==> config.mk <==
export PLATFORM = sky130hd
export DESIGN_NAME = rgb_breath_ctrl
export DESIGN_NICKNAME = d
export VERILOG_FILES = /design/src/rtl/rgb_pkg.sv /design/src/rtl/step_prescaler.sv /design/src/rtl/rgb_breath_ctrl.sv
export SDC_FILE = /design/constraint.sdc
export NUM_CORES = 1
export LEC_CHECK = 0
export ABC_AREA = 0
export CAP_MARGIN = 5
export CORE_AREA = 3 3 97 81
export CTS_BUF_LIST = sky130_fd_sc_hd__clkbuf_16
export DETAILED_ROUTE_END_ITERATION = 12
export DIE_AREA = 0 0 100 84
export GPL_ROUTABILITY_DRIVEN = 0
export PLACE_DENSITY = 0.82
export SLEW_MARGIN = 0
export SYNTH_ARGS = -nofsm -noshare
export SYNTH_HDL_FRONTEND = slang
export SYNTH_SLANG_ARGS = --single-unit
export TNS_END_PERCENT = 20
==> constraint.sdc <==
create_clock -name clk -period 3.3 [get_ports clk]
set_input_delay 0.99 -clock clk [delete_from_list [all_inputs] [get_ports clk]]
set_output_delay 0.99 -clock clk [all_outputs]
set_load 0.01 [all_outputs]
==> src/rtl/rgb_pkg.sv <==
// Shared types and constants for the RGB breathing sequencer.
package rgb_pkg;

  typedef enum logic [2:0] {
    StIdle     = 3'd0,
    StRampUp   = 3'd1,
    StHold     = 3'd2,
    StRampDown = 3'd3,
    StGap      = 3'd4
  } state_e;

  localparam logic [6:0] DUTY_MAX = 7'd100;

  // Channel enables per wheel entry, bit order {R,G,B}.
  localparam logic [2:0] COLOUR_MASK [0:6] = '{
    3'b100, 3'b010, 3'b001, 3'b110, 3'b011, 3'b101, 3'b111
  };

  function automatic logic [2:0] colour_mask(input logic [2:0] idx);
    return (idx > 3'd6) ? 3'b000 : COLOUR_MASK[idx];
  endfunction

  function automatic logic [6:0] clamp_duty(input logic [6:0] duty);
    return (duty > DUTY_MAX) ? DUTY_MAX : duty;
  endfunction

endpackage

==> src/rtl/step_prescaler.sv <==
// Free-running divider producing a one-cycle tick every STEP_CYCLES clocks while enabled.
module step_prescaler #(
  parameter int unsigned STEP_CYCLES = 50_000
) (
  input  logic clk,
  input  logic rst_n,
  input  logic clr,
  input  logic en,
  output logic tick
);

  localparam int unsigned CntW = (STEP_CYCLES > 2) ? $clog2(STEP_CYCLES) : 1;
  localparam logic [CntW-1:0] CntMax = CntW'(STEP_CYCLES - 1);

  logic [CntW-1:0] cnt_q, cnt_d;

  assign tick = en && (cnt_q == CntMax);

  always_comb begin
    cnt_d = cnt_q;
    if (clr) begin
      cnt_d = '0;
    end else if (en) begin
      cnt_d = (cnt_q == CntMax) ? '0 : cnt_q + 1'b1;
    end
  end

  always_ff @(posedge clk or negedge rst_n) begin
    if (!rst_n) begin
      cnt_q <= '0;
    end else begin
      cnt_q <= cnt_d;
    end
  end

endmodule

==> src/rtl/rgb_breath_ctrl.sv <==
// Colour-wheel breathing sequencer: ramps, holds and fades one wheel colour at a time
// and presents per-channel duty plus a constant PWM rate to the pwm_ctr instances.
module rgb_breath_ctrl
  import rgb_pkg::*;
#(
  parameter int unsigned CLK_FRE     = 50_000_000,
  parameter int unsigned PWM_FRE     = 1000,
  parameter int unsigned STEP_CYCLES = 50_000,
  parameter int unsigned HOLD_STEPS  = 200,
  parameter int unsigned GAP_STEPS   = 50
) (
  input  logic        clk,
  input  logic        rst_n,
  input  logic        enable,
  input  logic        single_mode,
  input  logic [2:0]  colour_sel,
  input  logic [6:0]  max_duty,
  output logic [9:0]  duty_r,
  output logic [9:0]  duty_g,
  output logic [9:0]  duty_b,
  output logic [20:0] pwm_rate,
  output logic [2:0]  colour_idx,
  output logic [2:0]  state_o,
  output logic        colour_done,
  output logic        wheel_done
);

  if (CLK_FRE == 0 || PWM_FRE < 1 || PWM_FRE > 500_000 || STEP_CYCLES < 2 ||
      HOLD_STEPS < 1 || GAP_STEPS < 1) begin : gen_param_check
    $error("rgb_breath_ctrl: illegal parameter value");
  end

  localparam int unsigned StepMax = (HOLD_STEPS > GAP_STEPS) ? HOLD_STEPS : GAP_STEPS;
  localparam int unsigned StepW   = (StepMax > 2) ? $clog2(StepMax) : 1;
  localparam logic [StepW-1:0] HoldLast = StepW'(HOLD_STEPS - 1);
  localparam logic [StepW-1:0] GapLast  = StepW'(GAP_STEPS - 1);

  state_e           state_q, state_d;
  logic [6:0]       level_q, level_d;
  logic [6:0]       target_q, target_d;
  logic [StepW-1:0] step_q, step_d;
  logic [2:0]       idx_q, idx_d;
  logic             colour_done_q, colour_done_d;
  logic             wheel_done_q, wheel_done_d;
  logic             tick;
  logic             presc_clr;
  logic [2:0]       mask;

  assign presc_clr = (state_q == StIdle) && enable;

  step_prescaler #(
    .STEP_CYCLES(STEP_CYCLES)
  ) u_step_prescaler (
    .clk  (clk),
    .rst_n(rst_n),
    .clr  (presc_clr),
    .en   (state_q != StIdle),
    .tick (tick)
  );

  always_comb begin
    state_d       = state_q;
    level_d       = level_q;
    target_d      = target_q;
    step_d        = step_q;
    idx_d         = idx_q;
    colour_done_d = 1'b0;
    wheel_done_d  = 1'b0;
    unique case (state_q)
      StIdle: begin
        if (enable) begin
          state_d  = StRampUp;
          idx_d    = (colour_sel == 3'd7) ? 3'd0 : colour_sel;
          target_d = clamp_duty(max_duty);
          level_d  = '0;
        end
      end
      StRampUp: begin
        // A stop request fades out from wherever the ramp currently is.
        if (!enable) begin
          state_d = StRampDown;
        end else if (tick) begin
          if ({1'b0, level_q} + 8'd1 >= {1'b0, target_q}) begin
            level_d = target_q;
            state_d = StHold;
            step_d  = '0;
          end else begin
            level_d = level_q + 7'd1;
          end
        end
      end
      StHold: begin
        if (!enable) begin
          state_d = StRampDown;
        end else if (tick) begin
          if (step_q == HoldLast) begin
            state_d = StRampDown;
          end else begin
            step_d = step_q + 1'b1;
          end
        end
      end
      StRampDown: begin
        if (tick) begin
          if (level_q <= 7'd1) begin
            level_d = '0;
            state_d = StGap;
            step_d  = '0;
          end else begin
            level_d = level_q - 7'd1;
          end
        end
      end
      StGap: begin
        if (tick) begin
          if (step_q == GapLast) begin
            colour_done_d = 1'b1;
            if (!single_mode) begin
              if (idx_q == 3'd6) begin
                idx_d        = 3'd0;
                wheel_done_d = 1'b1;
              end else begin
                idx_d = idx_q + 3'd1;
              end
            end
            if (enable) begin
              state_d  = StRampUp;
              target_d = clamp_duty(max_duty);
            end else begin
              state_d = StIdle;
            end
          end else begin
            step_d = step_q + 1'b1;
          end
        end
      end
      default: state_d = StIdle;
    endcase
  end

  always_ff @(posedge clk or negedge rst_n) begin
    if (!rst_n) begin
      state_q       <= StIdle;
      level_q       <= '0;
      target_q      <= '0;
      step_q        <= '0;
      idx_q         <= '0;
      colour_done_q <= 1'b0;
      wheel_done_q  <= 1'b0;
    end else begin
      state_q       <= state_d;
      level_q       <= level_d;
      target_q      <= target_d;
      step_q        <= step_d;
      idx_q         <= idx_d;
      colour_done_q <= colour_done_d;
      wheel_done_q  <= wheel_done_d;
    end
  end

  assign mask        = colour_mask(idx_q);
  assign duty_r      = mask[2] ? {3'b000, level_q} : 10'd0;
  assign duty_g      = mask[1] ? {3'b000, level_q} : 10'd0;
  assign duty_b      = mask[0] ? {3'b000, level_q} : 10'd0;
  assign pwm_rate    = 21'(PWM_FRE);
  assign colour_idx  = idx_q;
  assign state_o     = state_q;
  assign colour_done = colour_done_q;
  assign wheel_done  = wheel_done_q;

endmodule

# Word-level counts from Yosys, hierarchy flattened
# Memories as Yosys holds them, arrays and structs flattened.
# Cells that the tools add are included.
[word_totals] regBits=46 rom_bits=24 word_cells=120 n_memories=1
[classes] add_sub_neg=6 magnitude_cmp=5 eq_ne=26 mux=60 bitwise_logic=1 n_reduce_logical=13
[mem_list] memory="(name not given)" words=8 width=3 rd=1 rd_ports_with_merged_regs=0 wr=0 line_no="rgb_pkg.sv:20" text="return (idx > 3'd6) ? 3'b000 : COLOUR_MASK[idx];"
[op_table] op="$mux 7" count=13
[op_table] op="$mux 8" count=10
[op_table] op="$mux 3" count=20
[op_table] op="$mux 16" count=3
[op_table] op="$pmux 8 s4" count=1
[op_table] op="$ne 2x2->1 const B" count=13
[op_table] op="$pmux 7 s3" count=1
[op_table] op="$add 16x1->16 const B" count=1
[op_table] op="$eq 16x16->1 const B" count=1
[op_table] op="$pmux 3 s5" count=1
[op_table] op="$pmux 7 s2" count=1
[op_table] op="$ne 3x3->1 const B" count=4
[op_table] op="$reduce_and 11->1" count=1
[op_table] op="$reduce_and 5->1" count=2
[op_table] op="$eq 3x3->1 const B" count=3
[op_table] op="$mux 1" count=9
[op_table] op="$reduce_and 9->1" count=1
[op_table] op="$add 7x1->8 const B" count=1
[op_table] op="$add 8x1->8 const B" count=1
[op_table] op="$eq 8x6->1 const B" count=1
[op_table] op="$eq 8x8->1 const B" count=1
[op_table] op="$ge 8x7->1" count=1
[op_table] op="$add 7x1->7 const B" count=1
[op_table] op="$gt 7x7->1 const B" count=1
[op_table] op="other kinds (15)" count=19

# Depth between registers and ports, before layout
[logic_depth] word_depth=6 mapped_depth=12 ltp_nobuf=10

# Hierarchy
# Synthesis repeated with hierarchy kept, for this count alone.
[unflattened] cells_unflattened=429 hier_area_um2=3611.0
[modules_own_cells] module="rgb_breath_ctrl" n_inst=1 cells_per_inst=329 area_each_um2=2690.1 seq_area_each_um2=750.7
[modules_own_cells] module="step_prescaler" n_inst=1 cells_per_inst=100 area_each_um2=920.9 seq_area_each_um2=400.4

# Worst setup path before layout
# No wires, ideal clock.
[synth_timing] path_kind="reg-to-reg" startpoint="register level_q[3]" endpoint="register step_q[0]" setup_time_ns=0.125 t_arrival_ns=2.773 required_ns=3.175 setup_slack_ns=0.402 path_stages_with_launch=12 path_buffers=2 period_less_slack_ns=2.898 cell_sequence="dfrtp_1 -> clkbuf_1 -> and3_1 -> nand3_1 -> xnor2_1 -> ha_1 -> o2111ai_1 -> o21ai_0 -> nor3_2 -> or3_1 -> buf_6 -> mux2_4"
[synth_between] elab_chain_len=4 word_cells_on_any_way=6
[synth_rtl] element="start: declaration" line_no="rgb_breath_ctrl.sv:39" text="logic [6:0] level_q, level_d;"
[synth_rtl] element="start signal: assignment" line_no="rgb_breath_ctrl.sv:152" text="level_q <= level_d;"
[synth_rtl] element="$add 7x1->8" line_no="rgb_breath_ctrl.sv:83" text="if ({1'b0, level_q} + 8'd1 >= {1'b0, target_q}) begin"
[synth_rtl] element="$ge 8x7->1" line_no="rgb_breath_ctrl.sv:83"
[synth_rtl] element="$ne 2x2->1 (no line)"
[synth_rtl] element="$reduce_and 11->1 (no line) (*)"
[synth_rtl] element="end signal: assignment" line_no="rgb_breath_ctrl.sv:154" text="step_q <= step_d;"
[synth_rtl] element="end: declaration" line_no="rgb_breath_ctrl.sv:41" text="logic [StepW-1:0] step_q, step_d;"
# Every way passes the cells marked *; elsewhere a longest branch is shown, timed or not.
# A chain may end at the register's enable or synchronous reset.

# Final worst setup path
[layout_timing] startpoint="register idx_q[0] (netlist: colour_idx[0])" endpoint="output port duty_r[6]"
[layout_between] elab_chain_len=6 word_cells_on_any_way=7
[layout_rtl] element="start: declaration" line_no="rgb_breath_ctrl.sv:42" text="logic [2:0] idx_q, idx_d;"
[layout_rtl] element="start signal: assignment" line_no="rgb_breath_ctrl.sv:155" text="idx_q <= idx_d;"
[layout_rtl] element="$not 3->4 (not written as such)" line_no="rgb_pkg.sv:20"
[layout_rtl] element="$mem_v2 8x3"
[layout_rtl] element="$mux 3 (not written as such) (2 in a row)" line_no="rgb_pkg.sv:20"
[layout_rtl] element="$mux 3 (*)" line_no="rgb_pkg.sv:20"
[layout_rtl] element="$mux 7 (*)" line_no="rgb_breath_ctrl.sv:162" text="assign duty_r = mask[2] ? {3'b000, level_q} : 10'd0;"
[layout_rtl] element="end: declaration" line_no="rgb_breath_ctrl.sv:18" text="output logic [9:0] duty_r,"
# Every way passes the cells marked *; elsewhere a longest branch is shown, timed or not. The select of a mux whose other input is x is not followed.

==> flow_summary_export.csv <==
group,metric,value,unit
global_routing,antenna_found_initial,0,
detailed_routing,drt_iter0_markers,168,
yosys,netlist_area,0.003628,mm2
outcome,status,"finished, final reports clean",
power,p_leak,0.001844,uW
global_routing,grt_util_all_layers,21.00,%
timing,finalHoldViolations,0,
yosys,synth_top_cell_by_area,"dfrtp_1",
yosys,synth-edff-count,0,
clock_network,cts.path.max_buffers,2,
clock_network,htreeDepth,2,
floorplan,die-area,0.008400,mm2
clock_network,cts_tree,"done",
timing,setup_ws,0.08704,ns
final_layout,nNetsFinal,501,
global_routing,grt_pass1_vias,3155,
detailed_routing,drtPass1Iterations,6,
yosys,synth_area_per_cell,8.399,um2
yosys,synthCells,432,
critical_path,worstPathMaxFanout,7,
critical_path,cp-start-kind,"register",
timing,finalSetupViolCount,0,
yosys,ys_warn_count,0,
floorplan,pin_count,73,
final_layout,area.growth.synth_to_final,15.17,%
yosys,synth_top_cell_area_share,31.72,%
timing,maxSlewHeadroom,34.42,%
timing,rsz0062_at_grt,"no",
timing,slew_viol_final,0,
placed_design,dp_slack,0.07693,ns
clock_network,clkLatencyLatePin,0.29,ns
run,cap_violations,0,
detailed_routing,viasPerCell,5.909,
floorplan,die_h,84,um
critical_path,cp.required,2.31,ns
detailed_routing,drc,0,
placed_design,port_buffers,42,
detailed_routing,routed_wl,8.675,mm
timing,fmax,311.2,MHz
critical_path,cp.arrival,2.22,ns
final_layout,antenna_cells,0,
final_layout,layout-drive-gt1-share,9.342,%
critical_path,path_class,"register to primary output",
yosys,yosys_most_used_dff,"dfrtp_1",
yosys,yosysSeqAreaShare,31.72,%
floorplan,fp.coreArea,0.006858,mm2
global_routing,grt_max_degree,26,
global_routing,grt_overflow_total,0,
timing,fin_skew,0.006738,ns
timing,fin_tns_setup,0,ns
clock_network,cts_root_buf,"clkbuf_16",
global_routing,grt_busiest_layer,"met2",
timing,fin_crit,3.213,ns
floorplan,initial_core_util,52.91,%
detailed_routing,antenna_left,0,
placed_design,dp.final_hpwl,6.367,mm
detailed_routing,post_drt_wl_per_cell,15.55,um
clock_network,clock_sinks,46,
clock_network,clkSlewWorstSetupHoldPaths,0.07,ns
power,power.density,266.0,mW/mm2
global_routing,grt_pass1_wl,14.73,mm
floorplan,core.rowCount,27,
yosys,synth_area_leaders,"dfrtp_1, buf_4, ha_1, nand2_1, and2_1",
global_routing,grt_util_met1,28.60,%
timing,worstMarginPinSlew,0.9800,ns
placed_design,dp.cells,549,
min_path,hold_path_class,"register to register",
power,vdd_drop_max,0.0001697,V
final_layout,final_cells,558,
detailed_routing,vias,3297,
yosys,ys_ff_latch,46,
global_routing,grtUsageMet3,4.010,%
final_layout,final_common_cell,"dfrtp_1",
timing,min_period_over_period,97.36,%
global_routing,gr-usage-met2,33.68,%
yosys,yosysUniqueCellTypes,65,
clock_network,cts_buffers,5,
floorplan,die_w,100,um
yosys,async_flop_share,100.0,%
final_layout,final_cell_mix,"dfrtp_1, nand2_1, clkdlybuf4s50_1",
critical_path,endpoint_kind,"primary output",
final_layout,final_util,60.94,%
==> routing by layer <==
layer / vias to the layer above / wire length, um
met3: 13 / 628
met1: 1565 / 3938
met2: 145 / 3999
met4: 0 / 108
li1: 1574 / -
met5: - / 0
==> final timing paths <==
kind	from	to	slack (ns)	cells after the start
worst min-delay path	target_q[4]	target_q[4]	0.48	2
worst max register to register	level_q[1]	step_q[0]	0.28	11
max in group asynchronous	rst_n	colour_idx[0]	1.90	2
min in group asynchronous	rst_n	level_q[4]	0.66	1
worst max-delay path	colour_idx[0]	duty_r[6]	0.09	7
worst min register to register	target_q[4]	target_q[4]	0.48	2
==> cells in the mapped netlist, types with 5 or more instances <==
cell type,instances
a21o_1,5
a21oi_1,26
a31oi_1,5
and2_1,25
and3_1,7
buf_2,8
buf_4,31
clkbuf_1,8
dfrtp_1,46
ha_1,17
inv_1,17
nand2_1,43
nand2b_1,5
nand3_1,15
nand4_1,7
nor2_1,28
nor3_1,9
o21ai_0,28
o21ai_1,12
o31ai_1,9
o41ai_1,6
==> final cells by class <==
cell class                 instances  area, um2
clock buffer                       5      125.1
multi-input combinational        346       2206
clock inverter                     3      17.52
timing repair buffer              53      499.2
sequential                        46       1152
tap                               87      108.9
inverter                          18      70.07
fill                             622       2679
==> through the flow <==
stage	hold slack, ns	power, uW	instance area [um2]
2_1_floorplan	0.4455	622.9	3734
3_3_place_gp	0.4713	627.5	3996
3_5_place_dp	0.4780	627.9	3996
4_1_cts	0.4934	1117	4149
5_1_grt	0.5028	1152	4179
6_report	0.4838	1112	4179
==> timing repair <==
item                                    4_1_cts  5_1_grt
pin swaps                                     0        0
setup buffers                                 0        1
endpoints found under the setup margin       14       13
hold buffers                                  0        0
resized for setup                             8        4
==> kinds of logic after synthesis <==
kind of cell	share of synthesized area (%)
flops	31.72
compound gates	21.62
simple gates	25.48
fa+ha+maj	5.862
other cells	0.2070
buf+inv	11.14
xor+xnor	1.690
mux	2.276
==> sequential cells by signal, summed over array words and instances, names as in the netlist <==
register and cells:
level_q 7, colour_done 1, colour_idx 3, step_q 8, target_q 7, state_o 3
wheel_done 1, u_step_prescaler.cnt_q 16
==> worst max-delay path, stage by stage (launching register included) <==
cell and delay (ns):
dfrtp_2 0.46, inv_4 0.11, ha_4 0.16, nor2_1 0.05, or3_1 0.36, o21ai_4 0.11, and2_1 0.15, clkdlybuf4s50_1 0.53
==> where the power goes <==
| group | total (uW) | switching [uW] | internal [uW] |
|---|---|---|---|
| Sequential | 564 | 0.000000000000161 | 564 |
| Clock | 494 | 216 | 278 |
| Combinational | 54.1 | 36.5 | 17.6 |
| Total | 1110 | 252 | 859 |
Note: power is estimated with default switching activity, not from simulation.
